**config.mk**
```make
export PLATFORM = sky130hd
export DESIGN_NAME = cam_buf_rd_ctrl
export DESIGN_NICKNAME = d
export VERILOG_FILES = /design/src/rtl/cam_buf_rd_ctrl.sv
export SDC_FILE = /design/constraint.sdc
export NUM_CORES = 1
export LEC_CHECK = 0
export BUFFER_PORTS_ARGS = -buffer_cell sky130_fd_sc_hd__buf_2
export CORE_UTILIZATION = 55
export CTS_BUF_LIST = sky130_fd_sc_hd__clkbuf_16
export CTS_CLUSTER_SIZE = 8
export DETAILED_ROUTE_END_ITERATION = 8
export PLACE_DENSITY = 0.78
export SKIP_CTS_REPAIR_TIMING = 1
export SYNTH_ARGS = -nofsm -noshare
export SYNTH_HDL_FRONTEND = slang
export SYNTH_SLANG_ARGS = --single-unit
```
**constraint.sdc**
```tcl
create_clock -name iClk -period 3.71 [get_ports iClk]
set_input_delay 0.1855 -clock iClk [delete_from_list [all_inputs] [get_ports iClk]]
set_output_delay 0.1855 -clock iClk [all_outputs]
set_load 0.03 [all_outputs]
```
**src/rtl/cam_buf_rd_ctrl.sv**
```systemverilog
// Round-robin frame-buffer read controller: synchronises per-buffer full levels,
// walks pixel addresses under back-pressure and hands each buffer back to the writer.
module cam_buf_rd_ctrl #(
  parameter int IMG_W   = 480,
  parameter int IMG_H   = 272,
  parameter int NUM_BUF = 2,
  parameter int ADDR_W  = 17,
  parameter int RD_LAT  = 1,
  parameter int FR_SYNC = 1,
  parameter int SEL_W   = (NUM_BUF > 1) ? $clog2(NUM_BUF) : 1
) (
  input  logic               iClk,
  input  logic               wRsn,
  input  logic               wEnClk,
  input  logic [NUM_BUF-1:0] iBufFull,
  input  logic               iFrDone,
  input  logic               iDsRdy,
  output logic               oRdEn,
  output logic [ADDR_W-1:0]  oRdAddr,
  output logic [SEL_W-1:0]   oBufSel,
  output logic               oValid,
  output logic               oRdDone,
  output logic [NUM_BUF-1:0] oBufRelease,
  output logic [7:0]         oOvrCnt
);

  localparam int TOTAL = IMG_W * IMG_H;
  localparam logic [ADDR_W-1:0] LAST_ADDR  = ADDR_W'(TOTAL - 1);
  localparam logic [1:0]        DRAIN_LAST = 2'((RD_LAT > 1) ? (RD_LAT - 2) : 0);

  typedef enum logic [2:0] {IDLE, RUN, DRAIN, WAIT, RELEASE} state_t;

  state_t             state_q, state_d;
  logic [NUM_BUF-1:0] sync1_q, sync2_q, sync3_q;
  logic [NUM_BUF-1:0] pending_q, pending_d;
  logic [SEL_W-1:0]   sel_q, sel_d, last_q, last_d;
  logic [ADDR_W-1:0]  cnt_q, cnt_d;
  logic [1:0]         dcnt_q, dcnt_d;
  logic               fr_seen_q, fr_seen_d;
  logic [RD_LAT-1:0]  vpipe_q, vpipe_d, dpipe_q, dpipe_d;
  logic [7:0]         ovr_q, ovr_d;
  logic [NUM_BUF-1:0] rise, ovr_vec, release_vec;
  logic               rd_en, found;
  logic [SEL_W-1:0]   pick;

  assign rise = sync2_q & ~sync3_q;

  // An edge coinciding with its own release starts a new frame, not an overrun.
  for (genvar gi = 0; gi < NUM_BUF; gi++) begin : g_ovr
    assign ovr_vec[gi] = rise[gi] & pending_q[gi] & ~release_vec[gi];
  end

  always_comb begin
    found = 1'b0;
    pick  = '0;
    for (int k = 1; k <= NUM_BUF; k++) begin
      if (!found && pending_q[(int'(last_q) + k) % NUM_BUF]) begin
        found = 1'b1;
        pick  = SEL_W'((int'(last_q) + k) % NUM_BUF);
      end
    end
  end

  always_comb begin
    state_d     = state_q;
    sel_d       = sel_q;
    last_d      = last_q;
    cnt_d       = cnt_q;
    dcnt_d      = dcnt_q;
    fr_seen_d   = fr_seen_q;
    release_vec = '0;
    rd_en       = 1'b0;
    case (state_q)
      IDLE: begin
        if (wEnClk && found) begin
          sel_d   = pick;
          cnt_d   = '0;
          state_d = RUN;
        end
      end
      RUN: begin
        rd_en = iDsRdy && wEnClk;
        if (rd_en) begin
          if (cnt_q == LAST_ADDR) begin
            dcnt_d  = '0;
            state_d = (RD_LAT > 1) ? DRAIN : ((FR_SYNC != 0) ? WAIT : RELEASE);
          end else begin
            cnt_d = cnt_q + 1'b1;
          end
        end
      end
      DRAIN: begin
        if (wEnClk) begin
          if (dcnt_q == DRAIN_LAST) state_d = (FR_SYNC != 0) ? WAIT : RELEASE;
          else                      dcnt_d  = dcnt_q + 1'b1;
        end
      end
      WAIT: begin
        // Frame-done may pulse on a disabled cycle; remember it until the next enable.
        if (iFrDone) fr_seen_d = 1'b1;
        if (wEnClk && (iFrDone || fr_seen_q)) begin
          fr_seen_d = 1'b0;
          state_d   = RELEASE;
        end
      end
      RELEASE: begin
        if (wEnClk) begin
          release_vec = NUM_BUF'(1) << sel_q;
          last_d      = sel_q;
          state_d     = IDLE;
        end
      end
      default: state_d = IDLE;
    endcase
  end

  always_comb begin
    pending_d = (pending_q & ~release_vec) | rise;
    ovr_d     = ((|ovr_vec) && (ovr_q != 8'hFF)) ? ovr_q + 8'd1 : ovr_q;
    vpipe_d   = vpipe_q;
    dpipe_d   = dpipe_q;
    if (wEnClk) begin
      vpipe_d = (vpipe_q << 1) | RD_LAT'(rd_en);
      dpipe_d = (dpipe_q << 1) | RD_LAT'(rd_en && (cnt_q == LAST_ADDR));
    end
  end

  always_ff @(posedge iClk or negedge wRsn) begin
    if (!wRsn) begin
      sync1_q   <= '0;
      sync2_q   <= '0;
      sync3_q   <= '0;
      state_q   <= IDLE;
      pending_q <= '0;
      sel_q     <= '0;
      last_q    <= SEL_W'(NUM_BUF - 1);
      cnt_q     <= '0;
      dcnt_q    <= '0;
      fr_seen_q <= 1'b0;
      vpipe_q   <= '0;
      dpipe_q   <= '0;
      ovr_q     <= '0;
    end else begin
      sync1_q   <= iBufFull;
      sync2_q   <= sync1_q;
      sync3_q   <= sync2_q;
      state_q   <= state_d;
      pending_q <= pending_d;
      sel_q     <= sel_d;
      last_q    <= last_d;
      cnt_q     <= cnt_d;
      dcnt_q    <= dcnt_d;
      fr_seen_q <= fr_seen_d;
      vpipe_q   <= vpipe_d;
      dpipe_q   <= dpipe_d;
      ovr_q     <= ovr_d;
    end
  end

  assign oRdEn       = rd_en;
  assign oRdAddr     = cnt_q;
  assign oBufSel     = sel_q;
  assign oValid      = vpipe_q[RD_LAT-1];
  assign oRdDone     = dpipe_q[RD_LAT-1];
  assign oBufRelease = release_vec;
  assign oOvrCnt     = ovr_q;

endmodule

```
==> flow_summary.toml, run 1 <==
[yosys]
ys_top_cells_by_area = "dfrtp_1 48%, o21ai_0 3.4%, nand2_1 2.9%, nor2_1 2.9%, nand4_1 2.6%"
synth.distinct_cells = 57
syn_avg_cell_area_sq_um = 9.98
synth-seq-cells = 43
synth-async-reset-ratio_pct = 100
synthesis.nets = 230
syn_area_sq_mm = 0.00220
synth_top_area_share_pct = 47.9
synthCells = 220
yosysTopAreaCell = "dfrtp_1"
yosysWarnings = 0
ys_seq_area_share_pct = 49.1
synth_ff_type = "dfrtp_1"
synth_edf_count = 0

[sta]
skew_ns = 0.00424
final_hold_viol_count = 0
fin_setup_tns_ns = 0
fmax_mhz = 471
setup_viol = 0
slew_headroom_pct = 38.9
tightest_slew_ns = 0.917
rsz0062_at_grt = "false"
report.final.slew_viol_count = 0
holdWs_ns = 0.00741
fin_crit_ns = 2.12
fin_crit_sh_pct = 57.3

[power_and_ir_drop]
fin_total_pwr_mw = 1.53
powerDensity_mw_per_mm2 = 591
leakage_nw = 1.21
p_sw_share_pct = 32.8
p_sw_mw = 0.501
seqPwrFrac_pct = 41.5
internal_power_mw = 1.03
combPwrFrac_pct = 22.2
p_clk_share_pct = 36.4
irDropWorstVdd_v = 0.000491

[worst_setup_path]
critPathKind = "reg2reg"
arrival_ns = 2.33
worst_setup_path_end_kind = "flop"
r2r-start = "oRdAddr[11]"
required_ns = 3.91
cp-startpoint = "oRdAddr[11]"
startpoint_type = "flop"
cp_max_fo = 17

[global_route]
grt_pass1_wl_um = 7620
grt-ovfl-total = 0
grt.total_usage_pct = 23.5
antenna_found_initial = 0
grt_pass1_vias = 1676
grt_max_degree = 44

[finish]
final_cell_mix = "42 x dfrtp_1, 37 x buf_2, 17 x nor2_1, 17 x nand2_1, 15 x o21ai_0"
syn_to_final_growth_pct = 17.6
fillers = 314
layout_commonest_cell = "dfrtp_1"
antenna_cells = 0
drive_gt1_share_pct = 22.7
seqCellArea_sq_mm = 0.00108
nets = 265
multiInputGateArea_sq_mm = 0.00102

[route]
drt_iter0_markers = 165
ant_nets = 0
vias = 1793
viasPerCell = 5.90
post-route-drc-count = 0
drtPass1Iterations = 4
wl_per_cell_um = 14.6
totalWireLength_um = 4440

[die]
die_w_um = 65.2
core_region_area_sq_mm = 0.00374
num_rows = 22
initial_core_util_pct = 58.7
die_h_um = 65.2
die_area_sq_mm = 0.00425
boundaryPins = 38

[placed_design]
numPortBuffers = 37
place_congestion = 0.801
dp_hpwl_um = 2970

[clock_network]
cts.reportedPaths.clkPinSlew_ns = 0.06
cts_tree = "done"
clkSinkCount = 43
root_buffer = "clkbuf_16"
cts_buffers = 5
clockBufferDepth = 2
insertion_delay_ns = 0.28
ctsHtreeMaxLevel = 2

[worst_hold_path]
hp-start = "iBufFull[1]"
hp-class = "in2reg"

[flow_run]
cap_violations = 0

[run_status]
status = "complete, no violations"
==> area by class of cell <==
type	instances	share of cell area [%]
sequential	43	41.7
multi-input combinational	155	39.6
timing repair buffer	37	7.17
clock buffer	5	4.85
clock inverter	3	2.47
tap	48	2.33
inverter	13	1.89
==> per-stage QoR <==
stage / util [%] / setup slack (ns) / instances / area (sq um)
2_1_floorplan: - / 1.85 / 220 / 2200
3_3_place_gp: 63.9 / 1.65 / 296 / 2390
3_5_place_dp: 63.9 / 1.57 / 296 / 2390
4_1_cts: 69.0 / 1.58 / 304 / 2580
5_1_grt: 69.0 / 1.39 / 304 / 2580
6_report: 69.0 / 1.59 / 304 / 2580
==> critical path, stage by stage, from the launching register on <==
cell	delay, ns
dfrtp_1	0.41
and2_1	0.28
nand4_4	0.20
o41ai_4	0.83
o21ai_0	0.21
o21ai_0	0.11
==> per-layer routing <==
layer  GRT usage [%]  up-vias  routed length [um]
li1                -      883                   -
met1            32.1      857                2160
met2            35.3       47                1990
met3            6.25        6                 222
met4            9.78        0                  65
met5               0        -                   0
==> registers in the layout (all words and copies together), names as in the netlist <==
register   flops
pending_q      2
dcnt_q         2
oRdDone        1
sync3_q        2
oValid         1
sync1_q        2
oBufSel        1
sync2_q        2
oRdAddr       17
oOvrCnt        8
last_q         1
fr_seen_q      1
state_q        3
==> power by group through the flow <==
stage	Combinational (mW)	Sequential, mW	Clock [mW]
6_report	0.338	0.633	0.555
5_1_grt	0.370	0.645	0.585
4_1_cts	0.341	0.630	0.565
3_5_place_dp	0.337	0.635	0
3_3_place_gp	0.332	0.633	0
2_1_floorplan	0.116	0.744	0
==> cells by family (layout without fill, tap and decap cells) <==
| group | after synthesis | in the layout | share of synthesized area, % |
|---|---|---|---|
| xor gates and xnor gates | 7 | 7 | 2.79 |
| muxes | 3 | 3 | 1.54 |
| DFF | 43 | 43 | 49.1 |
| AOI/OAI and AO/OA | 65 | 65 | 19.8 |
| adders and majority gates | 3 | 3 | 1.71 |
| and+or+nand+nor | 77 | 77 | 20.7 |
| buffers and inverters | 22 | 58 | 4.44 |
==> path summary, 6_finish.rpt <==
| kind | slack (ns) | endpoint | cells after the start |
|---|---|---|---|
| worst max register to register | 1.59 | oRdAddr[13] | 5 |
| worst min-delay path | 0.007 | sync1_q[1] | 1 |
| worst max-delay path | 1.59 | oRdAddr[13] | 5 |
| worst min register to register | 0.35 | sync2_q[0] | 0 |
| min in group asynchronous | 0.04 | oRdDone | 1 |
| max in group asynchronous | 3.10 | oRdAddr[1] | 1 |
==> cells in the mapped netlist (all sizes together) (4+ instances only) <==
cell type	n
nand2	18
a21oi	12
o21ai	27
inv	12
nand4	10
xor2	5
nor3	4
buf	6
nand3	9
nor2	17
a31oi	5
dfrtp	42
(Power assumes the default switching activity.)
==> run 2: changes to the inputs <==
--- a/config.mk
+++ b/config.mk
@@ -5,12 +5,13 @@
 export SDC_FILE = /design/constraint.sdc
 export NUM_CORES = 1
 export LEC_CHECK = 0
+export ABC_AREA = 1
 export BUFFER_PORTS_ARGS = -buffer_cell sky130_fd_sc_hd__buf_2
-export CORE_UTILIZATION = 55
+export CORE_UTILIZATION = 51
 export CTS_BUF_LIST = sky130_fd_sc_hd__clkbuf_16
 export CTS_CLUSTER_SIZE = 8
 export DETAILED_ROUTE_END_ITERATION = 8
-export PLACE_DENSITY = 0.78
+export PLACE_DENSITY = 0.76
 export SKIP_CTS_REPAIR_TIMING = 1
 export SYNTH_ARGS = -nofsm -noshare
 export SYNTH_HDL_FRONTEND = slang
==> constraint.sdc (replaced) <==
create_clock -name iClk -period 1.77 [get_ports iClk]
set_input_delay 0.0885 -clock iClk [delete_from_list [all_inputs] [get_ports iClk]]
set_output_delay 0.0885 -clock iClk [all_outputs]
set_load 0.03 [all_outputs]
==> run 2 against run 1 <==
Effect of this change:
- count of clock-buffer cells in the layout stayed put
- sequential power grew 110%
- synthesized cell count up 45%
- area after synthesis is 8.4% higher
- total power rose to 2.5 times the previous value
- wire length is 15% higher
- combinational power increased to 4.9 times the previous value
- non-clock buffer count grew 13
- global-route usage decreased by 0.50 points
- critical path depth grew 3
- largest cell class is now multi-input combinational cells
==> flow_summary.toml, run 2 <==
[run_status]
status = "complete, no violations"

[worst_setup_path]
cp.depth = 8
cp-startpoint = "oRdAddr[13]"
cp-endpoint = "oRdAddr[11]"
crit_top_cell = "nand2_1"
r2r-start = "oRdAddr[13]"
required_ns = 1.99
r2r_slack_ns = 0.15
cp_max_fo = 17
cp_slowest_cell = "dfrtp_1"
cp_cell_sequence = "nand2_1, nor2_1, nand2_1, o21bai_4, nand2_4, nand2_8, nand2_1, nand2_1"
worstRegToRegCells = 8
startpoint_type = "flop"
arrival_ns = 1.85
critPathKind = "reg2reg"
cp_slowest_stage_delay_ns = 0.43
r2r-end = "oRdAddr[11]"
worst_setup_path_end_kind = "flop"
timing.critical_path.buf_inv = 0
crit_family = "simple AND/OR/NAND/NOR gates"

[yosys]
yosysWarnings = 0
synth.distinct_cells = 29
ys_seq_area_share_pct = 45.3
syn_avg_cell_area_sq_um = 7.48
synthCells = 318
syn_area_sq_mm = 0.00238
synth_ff_type = "dfrtp_1"
synthesis.nets = 328
ys_top_cells_by_area = "dfrtp_1 44%, nand2_1 18%, nor2_1 6.3%, nand3_1 6.1%, inv_1 3.5%"
synth_edf_count = 0
synth_common_cells = "117 x nand2_1, 42 x dfrtp_1, 40 x nor2_1"
synth_top_area_share_pct = 44.2
yosysMostFrequentCell = "nand2_1"
synth-async-reset-ratio_pct = 100
synth-seq-cells = 43
yosysTopAreaCell = "dfrtp_1"

[route]
drt_iter0_markers = 121
viasPerCell = 5.14
vias = 2179
drtPass1Iterations = 4
ant_nets = 0
post-route-drc-count = 0
totalWireLength_um = 5130
wl_per_cell_um = 12.1

[die]
core_region_area_sq_mm = 0.00441
die_w_um = 70.3
num_rows = 24
die_h_um = 70.3
die_area_sq_mm = 0.00494
boundaryPins = 38
initial_core_util_pct = 53.9

[worst_hold_path]
hp-class = "in2reg"

[finish]
layout_commonest_cell = "nand2_1"
antenna_cells = 0
multiInputGateArea_sq_mm = 0.00119
largest_register_ffs = 17
syn_to_final_growth_pct = 20.8
fillers = 369
seqCellArea_sq_mm = 0.00108
nets = 381
final_area_sq_mm = 0.00288
drive_gt1_share_pct = 18.8
final_cell_mix = "117 x nand2_1, 40 x nor2_1, 40 x dfrtp_1"

[global_route]
grt-ovfl-total = 0
grt.total_usage_pct = 23.0
antenna_found_initial = 0
grt_pass1_wl_um = 9000
grt_max_degree = 44
grt_pass1_vias = 2055

[sta]
fin_crit_ns = 1.62
final_hold_viol_count = 0
rsz0062_at_grt = "false"
layout_setup_ws_ns = 0.146
slew_headroom_pct = 73.7
tightest_slew_ns = 0.395
setup_viol = 0
skew_ns = 0.00491
fin_crit_sh_pct = 91.8
fmax_mhz = 616
fin_setup_tns_ns = 0
report.final.slew_viol_count = 0

[power_and_ir_drop]
irDropWorstVdd_v = 0.000651
powerDensity_mw_per_mm2 = 1330
leakage_nw = 1.47

[placed_design]
post-place-ws_ns = 0.107
place_congestion = 0.880
dp_hpwl_um = 3670
dpl_cell_area_sq_mm = 0.00270
numPortBuffers = 37

[flow_run]
cap_violations = 0

[clock_network]
root_buffer = "clkbuf_16"
clockBufferDepth = 2
cts.reportedPaths.clkPinSlew_ns = 0.06
cts_buffers = 5
ctsHtreeMaxLevel = 2
clkSinkCount = 43
insertion_delay_ns = 0.28
cts_tree = "done"
==> run 2: cell types whose count changed after synthesis, sizes merged, moves of 5 or more <==
cell   delta
xnor2     +6
inv      +15
nand4     -7
nand2   +103
a31oi     -5
nor2     +25
nand3    +22
o21ai    -14
a21oi     -7
==> run 2: worst register-to-register path, cell delays in order (launching register included) <==
cell	delay [ns]
dfrtp_1	0.43
nand2_1	0.09
nor2_1	0.20
nand2_1	0.15
o21bai_4	0.25
nand2_4	0.16
nand2_8	0.15
nand2_1	0.08
nand2_1	0.06
==> run 2: power by group <==
| group | switching, mW | internal [mW] | leakage [nW] | total, mW |
|---|---|---|---|---|
| Sequential | 0.150 | 1.16 | 0.555 | 1.31 |
| Clock | 0.351 | 0.507 | 0.0701 | 0.859 |
| Combinational | 1.14 | 0.519 | 0.843 | 1.66 |
==> run 2: cell type report <==
cell class / count / share of cell area (%)
repair buffers: 50 / 10.5
inverters: 27 / 3.52
multi-input cells: 244 / 41.4
flip-flops and latches: 43 / 37.6
clock buffers: 5 / 4.35
clock inverters: 3 / 0.392
well taps: 52 / 2.26
==> run 2: how the worst min path moves through the flow <==
stage                 start   endpoint  slack, ns  cells after the start
floorplan              wRsn  dcnt_q[0]      -0.21                      0
global placement       wRsn  fr_seen_q       0.08                      2
detailed placement     wRsn  fr_seen_q       0.08                      2
CTS                    wRsn  fr_seen_q      -0.21                      2
global route        iFrDone  fr_seen_q       0.09                      3
finish              iFrDone  fr_seen_q       0.06                      3
==> run 2: layer usage <==
layer  GRT usage, %  vias up  share of wire, %
li1               -     1111                 -
met1           27.8     1021                45
met2           40.8       38                50
met3           5.34        9               3.9
met4           6.00        0               1.2
met5              0        -                 0
==> run 2: metrics by stage <==
stage / std cells / power, mW / util [%] / hold slack [ns]
after global placement: 413 / 2.90 / 61.1 / 0.0817
after detailed placement: 413 / 2.94 / 61.1 / 0.0812
after CTS: 421 / 3.82 / 64.1 / -0.214
after global routing: 424 / 4.13 / 65.1 / 0.0862
final: 424 / 3.83 / 65.1 / 0.0645
after floorplan: 318 / 2.55 / - / -0.207
==> run 2: logic make-up (layout without fill, tap and decap cells) <==
kind of cell             count (synthesis)  in the layout  synth area share, %
buffers and inverters                   31             85                 5.31
XOR/XNOR                                16             16                 5.89
AND/OR/NAND/NOR                        200            200                 35.4
flip-flops                              43             43                 45.3
adder cells (fa/ha/maj)                  3              3                 1.58
AO/OA/AOI/OAI                           25             25                 6.52
==> run 3: changes to the inputs <==
--- a/config.mk
+++ b/config.mk
@@ -7,6 +7,7 @@
 export LEC_CHECK = 0
 export ABC_AREA = 1
 export BUFFER_PORTS_ARGS = -buffer_cell sky130_fd_sc_hd__buf_2
+export CORE_ASPECT_RATIO = 2
 export CORE_UTILIZATION = 51
 export CTS_BUF_LIST = sky130_fd_sc_hd__clkbuf_16
 export CTS_CLUSTER_SIZE = 8
==> run 3 against run 2 <==
Effect of this change:
- final cell count increased by 0.71%
- via count increased by 1.7%
- sequential share of layout area decreased by 0.42 points
==> flow_summary.toml, run 3 (same netlist as run 2, synthesis figures left out) <==
[run_status]
status = "complete, no violations"

[worst_hold_path]
hold_depth = 3
hp-start = "iFrDone"
min_to = "fr_seen_q"
hp-class = "in2reg"

[worst_setup_path]
arrival_ns = 1.62
r2r_slack_ns = 0.15
cp_max_fo = 8
r2r-end = "oRdAddr[1]"
startpoint_type = "flop"
worst_setup_path_end_kind = "output port"
r2r-start = "oRdAddr[1]"
critPathKind = "reg2out"
worstRegToRegCells = 9
required_ns = 1.68
cp-startpoint = "state_q[0]"

[sta]
skew_ns = 0.00645
tightest_slew_ns = 0.540
fin_crit_ns = 1.71
fin_crit_sh_pct = 96.4
layout_setup_ws_ns = 0.0630
rsz0062_at_grt = "true"
holdWs_ns = 0.0787
setup_viol = 0
final_hold_viol_count = 0
fmax_mhz = 586
slew_headroom_pct = 64.0
report.final.slew_viol_count = 0

[finish]
syn_to_final_growth_pct = 22.2
final_cell_mix = "117 x nand2_1, 40 x nor2_1, 40 x dfrtp_1"
seqCellArea_sq_mm = 0.00108
antenna_cells = 0
drive_gt1_share_pct = 19.8
fillers = 427
nets = 382
largest_register_ffs = 17
multiInputGateArea_sq_mm = 0.00120
layout_commonest_cell = "nand2_1"
fin_util_pct = 65.7

[clock_network]
clkSinkCount = 43
cts.reportedPaths.clkPinSlew_ns = 0.06
clockBufferDepth = 2
insertion_delay_ns = 0.28
root_buffer = "clkbuf_16"
ctsHtreeMaxLevel = 2
cts_tree = "done"
cts_buffers = 5

[global_route]
grt-ovfl-total = 0
antenna_found_initial = 0
grt_pass1_wl_um = 9500
grt_pass1_vias = 2260
grt.total_usage_pct = 24.8
grt_max_degree = 44

[die]
die_h_um = 98.6
boundaryPins = 38
core_region_area_sq_mm = 0.00442
initial_core_util_pct = 53.8
die_area_sq_mm = 0.00496
num_rows = 34
die_w_um = 50.3

[power_and_ir_drop]
powerDensity_mw_per_mm2 = 1400
fin_total_pwr_mw = 4.07
leakage_nw = 1.47
irDropWorstVdd_v = 0.00106

[placed_design]
place_congestion = 0.911
dp_hpwl_um = 4180
post-place-ws_ns = 0.0856
numPortBuffers = 37

[route]
post-route-drc-count = 0
drt_iter0_markers = 50
drtPass1Iterations = 4
ant_nets = 0
wl_per_cell_um = 13.4
totalWireLength_um = 5720
viasPerCell = 5.19
vias = 2215

[flow_run]
cap_violations = 0
-- run 3: changes by cell type in the layout (fill, tap and decap cells not counted) --
cell	before	now
clkinv_2	0	1
inv_1	23	22
nor2_4	0	1
bufinv_16	0	1
ha_1	3	2
buf_12	1	0
nor2_2	2	1
buf_4	9	11
clkinv_1	2	1
ha_2	0	1
-- run 3: per-layer routing --
metal  up-vias  track usage (%)  wire length (um)
met5         -                0                 0
met4         0             12.8               223
met3        18             4.17               178
met2        61             46.6              3190
met1      1022             24.9              2120
li1       1114                -                 -
-- run 3: stage by stage --
stage	std cells	cell area [sq um]	TNS, ns
after floorplan	318	2380	0
after global placement	416	2690	0
after detailed placement	416	2690	0
after CTS	424	2860	0
after global routing	427	2910	-0.0192
final	427	2910	0
-- run 3: cell type report --
type,count,share of cell area (%)
Clock inverter,3,1.33
Sequential cell,43,37.1
Clock buffer,5,4.30
Inverter,27,3.49
Timing Repair Buffer,51,10.2
Multi-Input combinational cell,244,41.2
Tap cell,54,2.32
-- run 3: report_power, final --
| group | switching, mW | leakage [nW] | internal, mW |
|---|---|---|---|
| combinational | 1.18 | 0.839 | 0.549 |
| sequential | 0.158 | 0.555 | 1.16 |
| clock | 0.364 | 0.0812 | 0.658 |
-- run 3: worst max-delay path, stage by stage, from the launching register on --
cell,delay (ns)
dfrtp_1,0.40
buf_4,0.18
nand3_2,0.13
buf_4,0.19
nor2_1,0.19
buf_2,0.25
-- run 3: worst max path at each step --
stage / to / depth (start not counted)
detailed placement: oRdAddr[9] / 9
global route: oRdEn / 5
CTS: oRdAddr[1] / 9
global placement: oRdAddr[11] / 9
finish: oRdEn / 5
floorplan: oRdAddr[11] / 10
